File: src/rtl/debug_cmd_parser.sv
// UART debug command parser: sets count/address, reads or writes memory words, alive and core reset.
// Define DEBUG_CMD_ACK_EN to send an XOR acknowledge byte after SET_COUNT, SET_ADDR and each write.
module debug_cmd_parser (
    input  logic        clk,
    input  logic        asyncrst,
    input  logic        rx_valid,
    input  logic [7:0]  rx_data,
    output logic        tx_valid,
    output logic [7:0]  tx_data,
    input  logic        tx_ready,
    output logic        mem_wen,
    output logic        mem_ren,
    output logic [31:0] mem_addr,
    output logic [31:0] mem_wdata,
    input  logic        mem_ready,
    input  logic [31:0] mem_rdata,
    output logic        core_rst_hold,
    output logic        rx_overrun
);

`ifdef DEBUG_CMD_ACK_EN
    localparam bit AckEn = 1'b1;
`else
    localparam bit AckEn = 1'b0;
`endif

    localparam logic [7:0] CmdSetCount = 8'h82;
    localparam logic [7:0] CmdSetAddr  = 8'h83;
    localparam logic [7:0] CmdRead     = 8'h84;
    localparam logic [7:0] CmdWrite    = 8'h85;
    localparam logic [7:0] CmdAlive    = 8'h86;
    localparam logic [7:0] CmdCoreRst  = 8'h87;
    localparam logic [7:0] CmdCoreNorm = 8'h88;

    typedef enum logic [3:0] {
        StIdle,
        StGetCount,
        StGetAddr,
        StGetWdata,
        StMemWr,
        StMemRd,
        StSendRdata,
        StSendAlive,
        StSendAck
    } state_e;

    state_e      state_q, state_d;
    state_e      ack_ret_q, ack_ret_d;
    logic [7:0]  count_q, count_d;
    logic [1:0]  byte_cnt_q, byte_cnt_d;
    logic [23:0] shift_q, shift_d;
    logic [23:0] rdata_q, rdata_d;
    logic [31:0] addr_q, addr_d;
    logic [31:0] wdata_q, wdata_d;
    logic        tx_valid_q, tx_valid_d;
    logic [7:0]  tx_data_q, tx_data_d;
    logic        mem_wen_q, mem_wen_d;
    logic        mem_ren_q, mem_ren_d;
    logic        hold_q, hold_d;
    logic        overrun_q, overrun_d;

    logic [31:0] word;
    logic        tx_done;
    state_e      wr_next;

    function automatic logic [7:0] xor_bytes(input logic [31:0] w);
        return w[31:24] ^ w[23:16] ^ w[15:8] ^ w[7:0];
    endfunction

    assign word    = {shift_q, rx_data};
    assign tx_done = tx_valid_q & tx_ready;
    assign wr_next = (count_q != 8'd1) ? StGetWdata : StIdle;

    always_comb begin
        state_d    = state_q;
        ack_ret_d  = ack_ret_q;
        count_d    = count_q;
        byte_cnt_d = byte_cnt_q;
        shift_d    = shift_q;
        rdata_d    = rdata_q;
        addr_d     = addr_q;
        wdata_d    = wdata_q;
        tx_valid_d = tx_valid_q;
        tx_data_d  = tx_data_q;
        mem_wen_d  = mem_wen_q;
        mem_ren_d  = mem_ren_q;
        hold_d     = hold_q;
        overrun_d  = 1'b0;

        unique case (state_q)
            StIdle: begin
                if (rx_valid) begin
                    byte_cnt_d = 2'd0;
                    case (rx_data)
                        CmdSetCount: state_d = StGetCount;
                        CmdSetAddr:  state_d = StGetAddr;
                        CmdRead: begin
                            if (count_q != 8'd0) begin
                                state_d   = StMemRd;
                                mem_ren_d = 1'b1;
                            end
                        end
                        CmdWrite: begin
                            if (count_q != 8'd0) state_d = StGetWdata;
                        end
                        CmdAlive: begin
                            state_d    = StSendAlive;
                            tx_valid_d = 1'b1;
                            tx_data_d  = 8'h00;
                        end
                        CmdCoreRst:  hold_d = 1'b1;
                        CmdCoreNorm: hold_d = 1'b0;
                        default: ;
                    endcase
                end
            end
            StGetCount: begin
                if (rx_valid) begin
                    count_d = rx_data;
                    if (AckEn) begin
                        state_d    = StSendAck;
                        ack_ret_d  = StIdle;
                        tx_valid_d = 1'b1;
                        tx_data_d  = rx_data;
                    end else begin
                        state_d = StIdle;
                    end
                end
            end
            StGetAddr: begin
                if (rx_valid) begin
                    shift_d    = word[23:0];
                    byte_cnt_d = byte_cnt_q + 2'd1;
                    if (byte_cnt_q == 2'd3) begin
                        addr_d = word;
                        if (AckEn) begin
                            state_d    = StSendAck;
                            ack_ret_d  = StIdle;
                            tx_valid_d = 1'b1;
                            tx_data_d  = xor_bytes(word);
                        end else begin
                            state_d = StIdle;
                        end
                    end
                end
            end
            StGetWdata: begin
                if (rx_valid) begin
                    shift_d    = word[23:0];
                    byte_cnt_d = byte_cnt_q + 2'd1;
                    if (byte_cnt_q == 2'd3) begin
                        wdata_d   = word;
                        mem_wen_d = 1'b1;
                        state_d   = StMemWr;
                    end
                end
            end
            StMemWr: begin
                overrun_d = rx_valid;
                if (mem_ready) begin
                    mem_wen_d = 1'b0;
                    addr_d    = addr_q + 32'd4;
                    count_d   = count_q - 8'd1;
                    if (AckEn) begin
                        state_d    = StSendAck;
                        ack_ret_d  = wr_next;
                        tx_valid_d = 1'b1;
                        tx_data_d  = xor_bytes(wdata_q);
                    end else begin
                        state_d = wr_next;
                    end
                end
            end
            StMemRd: begin
                overrun_d = rx_valid;
                if (mem_ready) begin
                    mem_ren_d  = 1'b0;
                    tx_valid_d = 1'b1;
                    tx_data_d  = mem_rdata[31:24];
                    rdata_d    = mem_rdata[23:0];
                    byte_cnt_d = 2'd0;
                    state_d    = StSendRdata;
                end
            end
            StSendRdata: begin
                overrun_d = rx_valid;
                if (tx_done) begin
                    if (byte_cnt_q == 2'd3) begin
                        tx_valid_d = 1'b0;
                        byte_cnt_d = 2'd0;
                        addr_d     = addr_q + 32'd4;
                        count_d    = count_q - 8'd1;
                        if (count_q != 8'd1) begin
                            state_d   = StMemRd;
                            mem_ren_d = 1'b1;
                        end else begin
                            state_d = StIdle;
                        end
                    end else begin
                        tx_data_d  = rdata_q[23:16];
                        rdata_d    = {rdata_q[15:0], 8'h00};
                        byte_cnt_d = byte_cnt_q + 2'd1;
                    end
                end
            end
            StSendAlive: begin
                overrun_d = rx_valid;
                if (tx_done) begin
                    if (byte_cnt_q == 2'd0) begin
                        tx_data_d  = 8'hAE;
                        byte_cnt_d = 2'd1;
                    end else begin
                        tx_valid_d = 1'b0;
                        byte_cnt_d = 2'd0;
                        state_d    = StIdle;
                    end
                end
            end
            StSendAck: begin
                overrun_d = rx_valid;
                if (tx_done) begin
                    tx_valid_d = 1'b0;
                    state_d    = ack_ret_q;
                end
            end
            default: state_d = StIdle;
        endcase
    end

    always_ff @(posedge clk or posedge asyncrst) begin
        if (asyncrst) begin
            state_q    <= StIdle;
            ack_ret_q  <= StIdle;
            count_q    <= 8'd1;
            byte_cnt_q <= 2'd0;
            shift_q    <= '0;
            rdata_q    <= '0;
            addr_q     <= '0;
            wdata_q    <= '0;
            tx_valid_q <= 1'b0;
            tx_data_q  <= 8'h00;
            mem_wen_q  <= 1'b0;
            mem_ren_q  <= 1'b0;
            hold_q     <= 1'b0;
            overrun_q  <= 1'b0;
        end else begin
            state_q    <= state_d;
            ack_ret_q  <= ack_ret_d;
            count_q    <= count_d;
            byte_cnt_q <= byte_cnt_d;
            shift_q    <= shift_d;
            rdata_q    <= rdata_d;
            addr_q     <= addr_d;
            wdata_q    <= wdata_d;
            tx_valid_q <= tx_valid_d;
            tx_data_q  <= tx_data_d;
            mem_wen_q  <= mem_wen_d;
            mem_ren_q  <= mem_ren_d;
            hold_q     <= hold_d;
            overrun_q  <= overrun_d;
        end
    end

    assign tx_valid      = tx_valid_q;
    assign tx_data       = tx_data_q;
    assign mem_wen       = mem_wen_q;
    assign mem_ren       = mem_ren_q;
    assign mem_addr      = addr_q;
    assign mem_wdata     = wdata_q;
    assign core_rst_hold = hold_q;
    assign rx_overrun    = overrun_q;

endmodule
File: config.mk
export PLATFORM = sky130hd
export DESIGN_NAME = debug_cmd_parser
export DESIGN_NICKNAME = d
export VERILOG_FILES = /design/src/rtl/debug_cmd_parser.sv
export SDC_FILE = /design/constraint.sdc
export NUM_CORES = 1
export LEC_CHECK = 0
export ABC_AREA = 1
export CORE_MARGIN = 10
export CORE_UTILIZATION = 50
export CTS_CLUSTER_SIZE = 28
export DETAILED_ROUTE_END_ITERATION = 16
export PLACE_DENSITY = 0.75
export SETUP_SLACK_MARGIN = 0.4
export SLEW_MARGIN = 20
export SYNTH_ARGS = -nofsm -noshare
export SYNTH_HDL_FRONTEND = slang
export SYNTH_SLANG_ARGS = --single-unit
File: constraint.sdc
create_clock -name clk -period 6.1 [get_ports clk]
set_clock_uncertainty 0.2 [all_clocks]
set_input_delay 1.525 -clock clk [delete_from_list [all_inputs] [get_ports clk]]
set_output_delay 1.525 -clock clk [all_outputs]
set_load 0.02 [all_outputs]
==> results.ini <==
[worst_setup_path]
critical_path.max_fanout=31
critPathMaxStageDelay_ns=0.59
r2r_end=mem_addr[19]
crit_arrival_ns=3.70
reg2reg_depth=9
critPathMostFrequentCell=nand2_1
path_buf_inv=3
crit_type=in -> reg
path_cells=clkdlybuf4s50_1 > inv_1 > o21ai_0 > nand2_2 > inv_2 > nand2_1 > nand2_1 > nand2_1
worstSetupStartpointType=primary input
crit_required_ns=6.22
end_kind=register
critical-path-top-delay-family=buffers and inverters
critPathSlowestCell=clkdlybuf4s50_1
regToRegSetupSlack_ns=2.80
r2r-start=state_q[2]

[power_and_ir_drop]
leakage_nw=4.09
p_sw_uw=437
vdd_drop_max_mv=0.196
pwr-share-clk_pct=50.0
internal_power_mw=1.53
p_total_mw=1.97
p_seq_share_pct=46.6
swShare_pct=22.3
combPwrFrac_pct=3.4
p_per_area_nw_per_um2=212

[drt]
avgRoutedWirePerCell_um=15.3
wl_um=20300
first_iter_violations=685
dr.max_layer_used=met4
wl_met1_um=8870
drc=0
vias=6855
dr_wl_met2_um=9600
first_pass_iters=6
antenna_left=0
wl_met3_um=1530
viasPerCell=5.17

[global_route]
gr-usage-all-layers_pct=20.3
grt_start_max_net_pins=112
first_global_vias=6615
grt_pass1_wl_um=33300
overflow=0
grt_antenna_before_repair=0

[placement]
gp_congestion=0.926
portBuffers=121
hpwl_um=14600

[floorplanning]
io-pin-count=122
die_w_um=142
die_h_um=142
die_area_um2=20200
core_area_um2=14600
initial_core_util_pct=51.2
fp-row-count=44

[clock_tree]
cts_tree=done
hold_buffers=0
clockBufferDepth=2
numCtsBuffers=17
h-tree-depth=4
clock-sinks=138
root_buffer=clkbuf_16
cts_setup_buffers=0
clock_latency_ns=0.43
clkTransAtPathRegs_ns=0.06
cts_resized=0

[yosys]
synth_compound_area_share_pct=11.8
synth_edf_count=0
syn_nets=1077
synth_area_um2=7470
async_reset_ff_share_pct=100
synth_most_common_cell=nand2_1
ys_ff_latch=138
yosys.area_share.adder_pct=1.01
synth_xor_area_share_pct=1.29
synth_cell_type_count=32
synthSimpleGateAreaFrac_pct=31.2
netlist.top_cell.by_area=dfrtp_1
synth.area.mux_share_pct=0
synth.avg_cell_area_um2=7.28
synthTopCellsByArea=dfrtp_1 (46%), nand2_1 (18%), o21ai_0 (7.9%), nor2_1 (5.1%), inv_1 (4.7%)
seq_area_frac_synth_pct=46.3
synth_top_area_share_pct=45.9
synth_commonest_cells=nand2_1 (366), dfrtp_1 (137), o21ai_0 (118), nor2_1 (102), inv_1 (94)
synth_top_family_by_area=simple AND/OR/NAND/NOR gates
ys.flop_type=dfrtp_1
synth_cells=1026
yosysWarnings=0

[sta]
fmax_mhz=279
rsz0062_at_grt=false
period_share_pct=58.7
tightest_slew_ns=1.05
slew_headroom_pct=29.6
setup_violations=0
drv_slew=0
hold_viol_final=0
fin_crit_ns=3.58
tns_ns=0

[run]
cap_violations=0

[worst_hold_path]
hold_class=reg -> reg
hold_end=mem_wdata[28]
hp-start=mem_wdata[28]
worstHoldPathCells=2

[cells_and_area]
syn2layout_area_growth_pct=24.3
layout-drive-gt1-share_pct=4.99
antenna_cells=0
nNetsFinal=1180

[status]
status=finished clean

registers in the layout (all words and copies together), names as in the netlist:
| register | flops |
|---|---|
| mem_addr | 32 |
| mem_wdata | 32 |
| rdata_q | 24 |
| shift_q | 24 |
| count_q | 8 |
| tx_data | 8 |
| state_q | 3 |
| byte_cnt_q | 2 |
| core_rst_hold | 1 |
| mem_ren | 1 |
| mem_wen | 1 |
| rx_overrun | 1 |
| tx_valid | 1 |
metal layers:
metal | track usage, % | vias to the layer above
met5 | 0 | -
li1 | - | 3458
met3 | 5.84 | 29
met1 | 26.1 | 3148
met4 | 5.54 | 0
met2 | 32.5 | 220
placed cells by master (no fill, tap or decap), drive strengths merged:
master | netlist | routed
a21oi | 8 | 8
buf | 32 | 4
bufinv | 0 | 1
clkbuf | 9 | 22
clkdlybuf4s50 | 0 | 121
clkinv | 0 | 5
clkinvlp | 0 | 3
dfrtp | 137 | 137
dfstp | 1 | 1
ha | 6 | 6
inv | 100 | 101
nand2 | 368 | 368
nand3 | 59 | 59
nand3b | 14 | 14
nand4 | 7 | 7
nor2 | 111 | 111
nor3 | 5 | 5
o211ai | 15 | 15
o21ai | 139 | 139
o21bai | 1 | 1
o22ai | 2 | 2
o31ai | 1 | 1
xnor2 | 3 | 3
xor2 | 8 | 8
final cells by class:
| type | count | area, µm² |
|---|---|---|
| tap | 184 | 230 |
| clock inverter | 10 | 93.8 |
| clock buffer | 22 | 464 |
| fill | 1347 | 5310 |
| timing repair buffer | 125 | 1260 |
| multi-input combinational | 747 | 3390 |
| sequential | 138 | 3450 |
| inverter | 100 | 380 |
through the flow:
step                util, %  hold WS [ns]  std cells  worst slack (ns)  cell area [µm²]
floorplan                 -         0.253       1026             0.680             7470
global placement       59.6         0.252       1293              1.85             8690
detailed placement     59.6         0.259       1293              1.75             8690
CTS                    63.4         0.274       1325              2.19             9250
global route           63.6         0.292       1326              2.29             9280
finish                 63.6         0.270       1326              2.52             9280
worst reg2reg max path, delay by kind of cell (launching register included):
family	cells	cell delay, ns
DFF	1	0.67
buffers and inverters	2	0.95
and+or+nand+nor	7	1.36
power by group through the flow:
| stage | sequential, mW | combinational, mW | clock [mW] |
|---|---|---|---|
| after floorplan | 0.933 | 0.0235 | 0 |
| after global placement | 0.933 | 0.0660 | 0 |
| after detailed placement | 0.933 | 0.0662 | 0 |
| after CTS | 0.916 | 0.0664 | 0.993 |
| after global routing | 0.916 | 0.0744 | 1.04 |
| final | 0.916 | 0.0670 | 0.983 |
kinds of logic (layout without fill, tap and decap cells):
| group | after synthesis | after routing |
|---|---|---|
| adders and majority gates | 6 | 6 |
| buffers and inverters | 141 | 257 |
| and+or+nand+nor | 564 | 564 |
| xor gates and xnor gates | 11 | 11 |
| AOI/OAI and AO/OA | 166 | 166 |
| DFF | 138 | 138 |
how the worst max path moves through the flow:
stage,startpoint,to,slack [ns],depth (start not counted)
global placement,rx_valid,mem_addr[13],1.85,8
CTS,rx_valid,mem_addr[19],2.19,8
floorplan,asyncrst,byte_cnt_q[0],0.68,1
global route,rx_valid,mem_addr[22],2.29,8
finish,rx_valid,mem_addr[15],2.52,8
detailed placement,rx_valid,mem_addr[15],1.75,8
(Power assumes the default switching activity.)
